[config.mk]
export PLATFORM = sky130hd
export DESIGN_NAME = console_ctrl
export DESIGN_NICKNAME = d
export VERILOG_FILES = /design/src/rtl/console_pkg.sv /design/src/rtl/console_cursor.sv /design/src/rtl/console_ctrl.sv
export SDC_FILE = /design/constraint.sdc
export NUM_CORES = 1
export LEC_CHECK = 0
export BUFFER_PORTS_ARGS = -buffer_cell sky130_fd_sc_hd__buf_2
export CELL_PAD_IN_SITES_DETAIL_PLACEMENT = 0
export CELL_PAD_IN_SITES_GLOBAL_PLACEMENT = 1
export CORE_MARGIN = 2
export CORE_UTILIZATION = 47
export CTS_CLUSTER_DIAMETER = 200
export DETAILED_ROUTE_END_ITERATION = 8
export PLACE_DENSITY = 0.89
export SLEW_MARGIN = 25
export SYNTH_ARGS = -nofsm -noshare
export SYNTH_HDL_FRONTEND = slang
export SYNTH_SLANG_ARGS = --single-unit
[constraint.sdc]
create_clock -name i_clk -period 9.2 [get_ports i_clk]
set_input_delay 1.38 -clock i_clk [delete_from_list [all_inputs] [get_ports i_clk]]
set_output_delay 1.38 -clock i_clk [all_outputs]
set_load 0.02 [all_outputs]
[src/rtl/console_pkg.sv]
// Shared definitions for the text console controller: geometry defaults,
// control character codes, FSM states and cursor operations.
package console_pkg;

   localparam int unsigned COLS_DEF  = 30;
   localparam int unsigned ROWS_DEF  = 25;
   localparam logic [7:0]  BLANK_DEF = 8'h20;

   localparam logic [7:0] CH_BS       = 8'h08;
   localparam logic [7:0] CH_LF       = 8'h0A;
   localparam logic [7:0] CH_FF       = 8'h0C;
   localparam logic [7:0] CH_CR       = 8'h0D;
   localparam logic [7:0] CH_PRINT_LO = 8'h20;
   localparam logic [7:0] CH_PRINT_HI = 8'h7E;

   typedef enum logic {
      StIdle,
      StClear
   } state_t;

   typedef enum logic [2:0] {
      CurHold,
      CurAdvance,
      CurNewline,
      CurReturn,
      CurBack,
      CurZero
   } cur_op_t;

   function automatic logic is_printable(input logic [7:0] c);
      return (c >= CH_PRINT_LO) && (c <= CH_PRINT_HI);
   endfunction

endpackage

[src/rtl/console_cursor.sv]
// Cursor position kept as separate column/row counters; the linear cell
// address is rebuilt with a constant multiply so no divider is ever needed.
module console_cursor
   import console_pkg::*;
#(
   parameter int unsigned COLS = COLS_DEF,
   parameter int unsigned ROWS = ROWS_DEF
) (
   input  logic        i_clk,
   input  logic        i_reset,
   input  logic [2:0]  i_op,
   output logic [11:0] o_cursor,
   output logic        o_col_zero
);

   localparam logic [11:0] LAST_COL = 12'(COLS - 1);
   localparam logic [11:0] LAST_ROW = 12'(ROWS - 1);

   logic [11:0] r_col;
   logic [11:0] r_row;
   logic [11:0] r_cursor;
   logic [11:0] w_col_d;
   logic [11:0] w_row_d;
   logic [11:0] w_cursor_d;

   // Next column/row for the requested operation, plus the matching address.
   always_comb begin
      w_col_d = r_col;
      w_row_d = r_row;
      case (cur_op_t'(i_op))
         CurAdvance: begin
            if (r_col == LAST_COL) begin
               w_col_d = '0;
               w_row_d = (r_row == LAST_ROW) ? '0 : r_row + 12'd1;
            end else begin
               w_col_d = r_col + 12'd1;
            end
         end
         CurNewline: w_row_d = (r_row == LAST_ROW) ? '0 : r_row + 12'd1;
         CurReturn:  w_col_d = '0;
         CurBack:    if (r_col != '0) w_col_d = r_col - 12'd1;
         CurZero: begin
            w_col_d = '0;
            w_row_d = '0;
         end
         default: ;
      endcase
      w_cursor_d = 12'((w_row_d * COLS) + w_col_d);
   end

   // Counters and the registered linear address move together.
   always_ff @(posedge i_clk) begin
      if (i_reset) begin
         r_col    <= '0;
         r_row    <= '0;
         r_cursor <= '0;
      end else begin
         r_col    <= w_col_d;
         r_row    <= w_row_d;
         r_cursor <= w_cursor_d;
      end
   end

   assign o_cursor   = r_cursor;
   assign o_col_zero = (r_col == '0);

endmodule

[src/rtl/console_ctrl.sv]
// Text console controller: turns a UART character stream and direct host
// cell writes into single-cycle VRAM write strobes, and sweeps the whole
// screen with blanks on a clear request.
module console_ctrl
   import console_pkg::*;
#(
   parameter int unsigned COLS  = COLS_DEF,
   parameter int unsigned ROWS  = ROWS_DEF,
   parameter logic [7:0]  BLANK = BLANK_DEF
) (
   input  logic        i_clk,
   input  logic        i_reset,
   input  logic        i_char_valid,
   input  logic [7:0]  i_char_data,
   output logic        o_char_ready,
   input  logic        i_host_req,
   input  logic [11:0] i_host_addr,
   input  logic [7:0]  i_host_data,
   output logic        o_host_ack,
   input  logic        i_clear_req,
   output logic        o_vram_ce,
   output logic [11:0] o_vram_addr,
   output logic [7:0]  o_vram_data,
   output logic [11:0] o_cursor,
   output logic        o_busy
);

   localparam logic [11:0] CELLS     = 12'(COLS * ROWS);
   localparam logic [11:0] LAST_ADDR = 12'(COLS * ROWS - 1);

   state_t      r_state;
   state_t      w_state_d;
   logic        r_clear_pend;
   logic        w_pend_d;
   logic        r_vram_ce;
   logic        w_ce_d;
   logic [11:0] r_vram_addr;
   logic [11:0] w_addr_d;
   logic [7:0]  r_vram_data;
   logic [7:0]  w_data_d;
   logic        r_host_ack;
   logic        w_ack_d;
   cur_op_t     w_op;
   logic        w_start_clear;
   logic        w_host_take;
   logic        w_char_take;
   logic        w_col_zero;
   logic [11:0] w_cursor;

   console_cursor #(
      .COLS (COLS),
      .ROWS (ROWS)
   ) u_cursor (
      .i_clk      (i_clk),
      .i_reset    (i_reset),
      .i_op       (w_op),
      .o_cursor   (w_cursor),
      .o_col_zero (w_col_zero)
   );

   // A host request already acked this cycle is not taken a second time.
   assign w_host_take  = (r_state == StIdle) & i_host_req & ~r_host_ack;
   assign o_char_ready = (r_state == StIdle) & ~i_host_req & ~i_clear_req & ~r_clear_pend
                         & ~i_reset;
   assign w_char_take  = i_char_valid & o_char_ready;

   // Next state, next strobe contents and cursor operation.
   always_comb begin
      w_state_d     = r_state;
      w_pend_d      = r_clear_pend;
      w_ce_d        = 1'b0;
      w_addr_d      = r_vram_addr;
      w_data_d      = r_vram_data;
      w_ack_d       = 1'b0;
      w_op          = CurHold;
      w_start_clear = 1'b0;
      unique case (r_state)
         StIdle: begin
            if (w_host_take) begin
               w_ack_d = 1'b1;
               if (i_host_addr < CELLS) begin
                  w_ce_d   = 1'b1;
                  w_addr_d = i_host_addr;
                  w_data_d = i_host_data;
               end
               if (i_clear_req) w_pend_d = 1'b1;
            end else if (i_clear_req || r_clear_pend) begin
               w_start_clear = 1'b1;
            end else if (w_char_take) begin
               if (is_printable(i_char_data)) begin
                  w_ce_d   = 1'b1;
                  w_addr_d = w_cursor;
                  w_data_d = i_char_data;
                  w_op     = CurAdvance;
               end else begin
                  case (i_char_data)
                     CH_CR: w_op = CurReturn;
                     CH_LF: w_op = CurNewline;
                     CH_BS: begin
                        if (!w_col_zero) begin
                           w_ce_d   = 1'b1;
                           w_addr_d = w_cursor - 12'd1;
                           w_data_d = BLANK;
                           w_op     = CurBack;
                        end
                     end
                     CH_FF:   w_start_clear = 1'b1;
                     default: ;
                  endcase
               end
            end
         end
         StClear: begin
            // r_vram_addr doubles as the sweep counter: it holds the cell
            // being strobed this cycle.
            if (r_vram_addr == LAST_ADDR) begin
               w_state_d = StIdle;
               w_op      = CurZero;
            end else begin
               w_ce_d   = 1'b1;
               w_addr_d = r_vram_addr + 12'd1;
               w_data_d = BLANK;
            end
         end
      endcase
      if (w_start_clear) begin
         w_state_d = StClear;
         w_pend_d  = 1'b0;
         w_ce_d    = 1'b1;
         w_addr_d  = '0;
         w_data_d  = BLANK;
      end
   end

   // State and registered outputs.
   always_ff @(posedge i_clk) begin
      if (i_reset) begin
         r_state      <= StIdle;
         r_clear_pend <= 1'b0;
         r_vram_ce    <= 1'b0;
         r_vram_addr  <= '0;
         r_vram_data  <= '0;
         r_host_ack   <= 1'b0;
      end else begin
         r_state      <= w_state_d;
         r_clear_pend <= w_pend_d;
         r_vram_ce    <= w_ce_d;
         r_vram_addr  <= w_addr_d;
         r_vram_data  <= w_data_d;
         r_host_ack   <= w_ack_d;
      end
   end

   // Strobes are masked by reset so an aborted clear stops within the cycle.
   assign o_vram_ce   = r_vram_ce & ~i_reset;
   assign o_host_ack  = r_host_ack & ~i_reset;
   assign o_busy      = (r_state == StClear) & ~i_reset;
   assign o_vram_addr = r_vram_addr;
   assign o_vram_data = r_vram_data;
   assign o_cursor    = w_cursor;

endmodule

==> results by group <==
Layout
  – Final cell count without fillers: approximately 830
  – Area Growth Syn to Fin: 12.94%
  – Fin nets: 770
  – Seq. cell area: roughly 1200 um2
  – Filler instances: 1026
  – Fraction of layout cells with a size suffix above 1: 14.94%
  – Multi-input logic area: 3470 um2
  – N_diodes: 0

Timing
  – RSZ-0062 raised after global routing: false
  – Slew Limit Fails: 0
  – Tcrit/Tclk final: 77.35%
  – Clock Skews: 0.01231 ns
  – Fmax achieved: roughly 0.14 GHz
  – Worst rel slew slack: 39.43%
  – Crit path time final: 7.116 ns
  – Least-Margin Pin Slew: 0.9032 ns
  – Worst hold slack: approximately 0.46 ns
  – Final setup TNS: 0 ns
  – Setup violators final: 0
  – Hold Fails Final Rpt: 0

Floorplan
  – Starting Density: 47.99%
  – Die Span X: 106.4 um
  – Ports: 69
  – Core Rows: 37
  – Core Area: 10280 um2
  – Die Height: 106.4 um
  – Die area: 11330 um2

Job
  – Max cap viols: 0

Setup path
  – CP peak stage delay: around 0.57 ns
  – CP endpoint kind: flip-flop
  – Critical path type: in2reg
  – Crit-path cells: buf_2, nor2_1, and3_1, o21ai_0, a31oi_1, nand2_1, o31ai_2, fa_1, fa_1, ha_1, a21o_1, a21oi_1, o21bai_1, a21oi_1, o21bai_1, a21oi_1, xnor2_1, ha_1, a21o_1, a31oi_1, xnor3_1, nor2_1
  – Arrival @ worst endpoint: between 7 and 8 ns
  – Critical Path Slowest Stage Cell: o31ai_2
  – Critical Path Most Common Cell: a21oi_1
  – Startpoint types: input pin
  – Critical Path Fanout Max: 43
  – CP required: 9.49 ns

Route
  – Vias/cell: 5.883
  – DR pass1 iterations: 5
  – Total vias in the final route: around 4900
  – DRT iter0 DRCs: 356
  – Routed WL: 13.86 mm
  – WL/cell: between 15 and 20 um
  – Antenna Nets Post-Route: 0
  – DRC violations left: 0

Power and ir drop
  – Switch share: 29.37%
  – Leak pwr: 2.469 nW
  – P_int: 0.4717 mW
  – Register share of total power: 41.5%
  – Clock power frac: 41.9%
  – Switching power: just under 0.2 mW
  – Pwr dens: 119.9 nW/um2
  – VDD IR max: 54.84 uV
  – Comb pwr share: ~17%

Synthesis
  – Number of register bits inferred by synthesis: 59
  – EDFF count, synth: 0
  – Post-synthesis adder-cell area fraction: a little over an eighth
  – Post-Synth Simple-Gate Area: 28.13%
  – Syn nets: roughly 720
  – Ys flop type: dfxtp_1
  – Post-Syn Area: 4932 um2
  – Avg Inst Size Synth: 7.743 um2
  – Post-Syn Instances: around 640
  – Mux share of post-synthesis cell area: 0.2283%
  – Count of cell types in the netlist: 68
  – Yosys warnings: 0
  – Synth Area in Compound Gates: 22.20%
  – XOR/XNOR Fraction of Synth Area: 6.063%
  – Main combinational cell family by area after synthesis: simple AND/OR/NAND/NOR gates
  – Fraction of registers with async set/reset: 0%
  – Sequential area share after synthesis: 23.95%

Global routing
  – Largest net degree at the start of global routing: 44
  – Global Route Usage Sum: 25.09%
  – Vias in the first global route: 4583
  – First-pass GRT wire length: 22.56 mm
  – Initial antenna violation count: 0
  – GRT overflow: 0

Place
  – GP Congestion: 0.8942
  – HPWL after DPL: approximately 11 mm
  – I/O Buffers: between 60 and 70
  – Placed cell count: 817

Hold path
  – Worst Hold Class: reg2reg

Clock network
  – CTS root buf: clkbuf_8
  – Post-CTS Setup Bufs: 0
  – Skew-Pair Late Insertion Delay: 0.35 ns
  – CTS Buf Count: 9
  – Hold buffer count at cts: 0
  – Number of clock sinks: 59
  – Worst-path clk slew: 0.07 ns
  – Clock buffer depth: 2
  – Cts repair resizes: 0
  – CTS tree: done
  – # H-tree levels: 3

Run status
  – Outcome: finished, final reports clean
stage by stage:
step                worst slack, ns  cell area (um2)  utilization [%]  power [mW]
finish                        2.084             5570            54.20      0.6678
global route                  1.473             5570            54.20      0.6975
CTS                           1.775             5565            54.15      0.6734
detailed placement            1.428             5340            51.96      0.3935
global placement              1.702             5340            51.96      0.3918
floorplan                     2.518             4932                -      0.3575
path summary, 6_finish.rpt:
check	startpoint	end	slack, ns	cells past startpoint
min reg2reg	o_vram_data[7]	o_vram_data[7]	0.46	2
max reg2reg	r_state	u_cursor.o_cursor[11]	3.01	23
min	o_vram_data[7]	o_vram_data[7]	0.46	2
max	i_reset	u_cursor.o_cursor[11]	2.08	22
power by group through the flow:
stage / clock, mW / combinational, mW / sequential, mW
after global placement: 0 / 0.109 / 0.282
final: 0.280 / 0.111 / 0.277
after detailed placement: 0 / 0.111 / 0.283
after floorplan: 0 / 0.0670 / 0.290
after CTS: 0.286 / 0.111 / 0.277
after global routing: 0.297 / 0.122 / 0.279
state kept, by name, summed over array words and instances, names as in the netlist, named ones only:
register and count:
r_vram_ce 1, u_cursor.o_cursor 11, r_clear_pend 1, r_host_ack 1
o_vram_addr 12, o_vram_data 8, u_cursor.r_col 11, u_cursor.r_row 11
r_state 1
synth_stat cells (all sizes together), types with 6 or more instances:
| library cell | n | area (um2) |
|---|---|---|
| nor2 | 79 | 296.5 |
| dfxtp | 59 | 1181 |
| nand2 | 50 | 187.7 |
| inv | 41 | 153.9 |
| a21oi | 35 | 175.2 |
| o21ai | 35 | 178.9 |
| ha | 31 | 387.9 |
| nor3 | 24 | 120.1 |
| clkbuf | 23 | 106.4 |
| xnor2 | 23 | 201.4 |
| nor2b | 22 | 137.6 |
| nand3 | 21 | 105.1 |
| a211oi | 18 | 135.1 |
| fa | 14 | 280.3 |
| and3 | 12 | 78.82 |
| a31oi | 11 | 68.82 |
| nor4 | 11 | 98.84 |
| a22oi | 10 | 75.07 |
| nand2b | 8 | 50.05 |
| nand4 | 8 | 50.05 |
| a21o | 6 | 45.04 |
| xor2 | 6 | 52.55 |
cells in the final DEF (no fill, tap or decap), types with 5 or more instances in the layout:
cell type	n
nor2_1	79
buf_2	68
dfxtp_1	59
nand2_1	50
inv_1	41
o21ai_0	34
a21oi_1	34
ha_1	31
nor3_1	24
xnor2_1	23
nor2b_1	22
nand3_1	21
a211oi_1	18
fa_1	14
a31oi_1	11
clkbuf_8	11
a22oi_1	10
nor4_1	9
and3_1	9
nand4_1	8
nand2b_1	8
a21o_1	6
xor2_1	6
a221oi_1	5
or3_1	5
per-layer routing:
layer | global-route usage [%] | vias to the layer above | share of wire, %
met2 | 41.35 | 156 | 49
met5 | 0 | - | 0
met3 | 3.679 | 18 | 5.1
met1 | 33.14 | 2306 | 44
met4 | 9.833 | 0 | 2.2
li1 | - | 2415 | -
critical path: cells and delay by family:
| family | cells | cell delay [ns] |
|---|---|---|
| AND/OR/NAND/NOR | 4 | 0.97 |
| buffers and inverters | 1 | 0.34 |
| XOR/XNOR | 2 | 0.56 |
| AO/OA/AOI/OAI | 11 | 2.49 |
| adder cells (fa/ha/maj) | 4 | 1.62 |
area by class of cell:
type / instances / share of cell area, %
Multi-Input combinational cell: 509 / 62.29
Clock buffer: 11 / 2.718
Sequential cell: 59 / 21.20
Clock inverter: 4 / 1.325
Tap cell: 136 / 3.055
Inverter: 41 / 2.763
Timing Repair Buffer: 72 / 6.649
cells by family after synthesis:
kind of cell,Yosys count
muxes,1
adders and majority gates,45
AOI/OAI and AO/OA,164
DFF,59
buffers and inverters,69
xor gates and xnor gates,31
and+or+nand+nor,268
Power figures use the tool's default switching activity.
